$ cat config.mk
export PLATFORM = sky130hd
export DESIGN_NAME = piso_shift_tx
export DESIGN_NICKNAME = d
export VERILOG_FILES = /design/src/rtl/piso_pkg.sv /design/src/rtl/bit_counter.sv /design/src/rtl/piso_shift_tx.sv
export SDC_FILE = /design/constraint.sdc
export NUM_CORES = 1
export LEC_CHECK = 0
export CAP_MARGIN = 20
export CORE_MARGIN = 4
export CORE_UTILIZATION = 48
export DETAILED_ROUTE_END_ITERATION = 7
export GPL_ROUTABILITY_DRIVEN = 0
export PLACE_DENSITY = 0.76
export SETUP_SLACK_MARGIN = 0.2
export SYNTH_ARGS = -nofsm -noshare
export SYNTH_HDL_FRONTEND = slang
export SYNTH_SLANG_ARGS = --single-unit
$ cat constraint.sdc
create_clock -name clk -period 1.8 [get_ports clk]
set_clock_uncertainty 0.15 [all_clocks]
set_input_delay 0.18 -clock clk [delete_from_list [all_inputs] [get_ports clk]]
set_output_delay 0.18 -clock clk [all_outputs]
set_load 0.05 [all_outputs]
$ cat src/rtl/piso_pkg.sv
// Shared types and defaults for the parallel-in/serial-out transmitter.
package piso_pkg;

  localparam int DEFAULT_WIDTH = 8;

  typedef enum logic {
    IDLE  = 1'b0,
    SHIFT = 1'b1
  } state_e;

endpackage

$ cat src/rtl/bit_counter.sv
// Frame bit counter: counts emitted bits, saturates at WIDTH-1 so it never wraps.
module bit_counter
  import piso_pkg::*;
#(
  parameter int WIDTH = DEFAULT_WIDTH
) (
  input  logic clk,
  input  logic rst,
  input  logic clr,
  input  logic en,
  output logic tc,
  output logic tc_nxt
);

  localparam int CW = $clog2(WIDTH);
  localparam logic [CW-1:0] LAST = CW'(WIDTH - 1);

  logic [CW-1:0] cnt_q, cnt_d;

  always_comb begin
    cnt_d = cnt_q;
    if (clr)
      cnt_d = '0;
    else if (en && (cnt_q != LAST))
      cnt_d = cnt_q + CW'(1);
  end

  always_ff @(posedge clk or posedge rst) begin
    if (rst) cnt_q <= '0;
    else     cnt_q <= cnt_d;
  end

  // tc_nxt lets the owner register a pulse that lines up with the last bit.
  assign tc     = (cnt_q == LAST);
  assign tc_nxt = (cnt_d == LAST);

endmodule

$ cat src/rtl/piso_shift_tx.sv
// Serialises a WIDTH-bit word MSB first; pause sampled on an edge stalls the
// following cycle, so every output can come straight from a flop.
module piso_shift_tx
  import piso_pkg::*;
#(
  parameter int WIDTH = DEFAULT_WIDTH
) (
  input  logic             clk,
  input  logic             rst,
  input  logic             load_valid,
  output logic             load_ready,
  input  logic [WIDTH-1:0] din,
  input  logic             pause,
  output logic             sout,
  output logic             sout_valid,
  output logic             frame_done
);

  state_e           state_q, state_d;
  logic [WIDTH-1:0] shift_q, shift_d;
  logic             sout_q, sout_d;
  logic             sout_valid_q, sout_valid_d;
  logic             frame_done_q, frame_done_d;
  logic             load_ready_q, load_ready_d;
  logic             accept, bit_now, cnt_tc, cnt_tc_nxt;

  // load_ready_q is high exactly in IDLE, so this also ignores loads mid-frame.
  assign accept  = load_valid && load_ready_q;
  // A bit leaves the register only in a cycle that actually presented it.
  assign bit_now = (state_q == SHIFT) && sout_valid_q;

  bit_counter #(.WIDTH(WIDTH)) u_cnt (
    .clk    (clk),
    .rst    (rst),
    .clr    (accept),
    .en     (bit_now),
    .tc     (cnt_tc),
    .tc_nxt (cnt_tc_nxt)
  );

  always_comb begin
    state_d = state_q;
    shift_d = shift_q;
    case (state_q)
      IDLE: begin
        if (accept) begin
          state_d = SHIFT;
          shift_d = din;
        end
      end
      SHIFT: begin
        if (bit_now) begin
          shift_d = {shift_q[WIDTH-2:0], 1'b0};
          if (cnt_tc) state_d = IDLE;
        end
      end
      default: state_d = IDLE;
    endcase

    sout_valid_d = (state_d == SHIFT) && !pause;
    sout_d       = (state_d == SHIFT) ? shift_d[WIDTH-1] : 1'b0;
    frame_done_d = sout_valid_d && cnt_tc_nxt;
    load_ready_d = (state_d == IDLE);
  end

  always_ff @(posedge clk or posedge rst) begin
    if (rst) begin
      state_q      <= IDLE;
      shift_q      <= '0;
      sout_q       <= 1'b0;
      sout_valid_q <= 1'b0;
      frame_done_q <= 1'b0;
      load_ready_q <= 1'b1;
    end else begin
      state_q      <= state_d;
      shift_q      <= shift_d;
      sout_q       <= sout_d;
      sout_valid_q <= sout_valid_d;
      frame_done_q <= frame_done_d;
      load_ready_q <= load_ready_d;
    end
  end

  assign sout       = sout_q;
  assign sout_valid = sout_valid_q;
  assign frame_done = frame_done_q;
  assign load_ready = load_ready_q;

endmodule

==> results.toml <==
[route]
drt-wirelength-per-cell_um = 16.28
dr.pass1.iters = 4
ant_nets = 0
vias_per_cell = 5.840
vias = 584
routed_wirelength_mm = 1.628
drtIter0Drc = 12
drc = 0

[die]
core_area_sq_um = 1383
num_rows = 13
initial_core_util_pct = 53.94
die_w_um = 47.42
chipHeight_um = 47.42
io_pins = 16
die_area_sq_um = 2248

[synthesis]
yosysTopAreaCell = "dfrtp_1"
avgSynthCellArea_sq_um = 12.43
synth_nets = 74
syn_inst = 60
synth_area_sq_um = 745.7
synth_cell_type_count = 21
ys_ff_latch = 16
ys_seq_area_share_pct = 53.86
yosysWarnings = 0
synthDominantCellAreaShare_pct = 50.34
synth.area.top_cells = "dfrtp_1 (50%), a221o_1 (8.1%), and3_1 (5.0%)"

[finish]
drive_gt1_share_pct = 29.41
fillCellCount = 85
diodes = 0
layout.area.seq_sq_um = 405.4
multi_input_area_sq_um = 342.8
mostFrequentLayoutCells = "dfrtp_1 (15), clkdlybuf4s50_1 (11), buf_4 (10)"
synthToLayoutAreaGrowth_pct = 40.60
fin_nets = 100
layout_commonest_cell = "dfrtp_1"

[global_routing]
grt.overflow.total = 0
grt_max_degree = 17
antenna_found_initial = 0
grt_use_total_pct = 17.66
grt_pass1_wl_mm = 2.635
grt_pass1_vias = 573

[clocking]
clk_pin_slew_worst_paths_ns = 0.10
cts_tree = "yes"
htree_levels = 1
holdBufCountCts = 0
clock-sinks = 16
clock-root-buffer = "clkbuf_4"
clk_latency_ns = 0.30
clk_path_buf_depth = 2
cts_made_buffers = 3

[worst_setup_path]
crit_fanout = 3
setup.worst_path.end_class = "flop"
cp_slowest_stage_delay_ns = 0.41
cp_num_buf_inv = 0
cp_slowest_cell = "dfrtp_1"
arrival_ns = 1.80
cp_cell_sequence = "ha_2 > ha_4 > nand3b_1 > mux2_4 > nor4b_4"
critPathRequiredTime_ns = 1.82
path_class = "flop to flop"
crit_path_start_kind = "flop"
cp_top_family = "flip-flops"

[outcome]
status = "finished clean"

[timing]
finalSetupViolCount = 0
rsz0062_at_grt = "true"
hold_viol_final = 0
fin_crit_sh_pct = 98.90
setup_tns_ns = 0
layout_setup_ws_ns = 0.01987
maxSlewViolCount = 0
period_needed_ns = 1.780
tightest_slew_ns = 0.5982
max_freq_mhz = 561.8
whs_ns = 0.08719
relSlewSlack_pct = 60.08

[power_and_ir_drop]
power_uw = 1654
power-per-cell-area_nw_per_um2 = 1577
ir_worst_vdd_v = 0.001099
p_leak_uw = 0.0005088

[job]
cap_violations = 0

[placed_design]
dpl.hpwl_mm = 1.230
port_buffers = 15
dpl_worst_slack_ns = 0.05077

[hold_path]
worstHoldPathType = "input port to asynchronous set/reset pin"
==> power by group <==
group	internal, uW	leakage, uW	switching, uW
clock	123	0.0000210	121
sequential	514	0.000205	106
combinational	388	0.000283	401
total	1030	0.000509	628
==> state kept, by name (all words and copies together), names as in the netlist <==
name,cells
frame_done,1
load_ready,1
shift_q,8
sout,1
sout_valid,1
state_q,1
u_cnt.cnt_q,3
==> logic make-up after synthesis <==
logic type / Yosys count / share of synthesized area, %
DFF: 16 / 53.86
AOI/OAI and AO/OA: 19 / 20.47
buffers and inverters: 6 / 4.362
muxes: 4 / 5.537
adders and majority gates: 2 / 3.355
and+or+nand+nor: 13 / 12.42
==> stage by stage <==
step	std cells	util, %	area, sq um
finish	100	75.84	1049
global route	100	75.84	1049
CTS	97	73.30	1013
detailed placement	92	70.23	970.9
global placement	92	70.23	970.9
floorplan	60	-	768.2
==> Yosys cell counts (all sizes together) <==
master,instances
dfrtp,15
a21oi,7
a221o,6
and3,6
nand2,4
buf,3
inv,3
mux2i,3
a21boi,2
ha,2
a211oi,1
a311o,1
a311oi,1
and3b,1
dfstp,1
mux2,1
nand3b,1
nor4b,1
o21ai,1
==> layer usage <==
metal  global-route usage (%)  share of wire, %  wire, um
met1                    22.67                44       718
met2                    25.40                46       745
met3                    6.015               6.2       101
met4                    11.05               3.9        63
met5                        0                 0         0
==> repair_timing <==
item | 4_1_cts | 5_1_grt
endpoints found under the setup margin | 5 | 5
pin swaps | 0 | 0
setup buffers | 1 | 3
gates resized for setup | 1 | 3
==> layout make-up <==
| cell class | count | share of cell area, % |
|---|---|---|
| clock buffers | 4 | 3.461 |
| inverters | 3 | 1.074 |
| multi-input cells | 38 | 32.70 |
| flip-flops and latches | 16 | 38.66 |
| well taps | 15 | 1.790 |
| repair buffers | 24 | 22.31 |
==> worst paths after layout <==
kind                                     start    endpoint  slack, ns  depth (start not counted)
max in group asynchronous                  rst  shift_q[2]       1.02                          2
worst min register to register      shift_q[2]  shift_q[2]       0.37                          1
worst min-delay path                       rst  shift_q[1]       0.09                          2
worst max-delay path            u_cnt.cnt_q[0]  frame_done       0.02                          5
worst max register to register  u_cnt.cnt_q[0]  frame_done       0.02                          5
min in group clk                        din[0]  shift_q[0]       0.30                          3
Power figures use the tool's default switching activity.
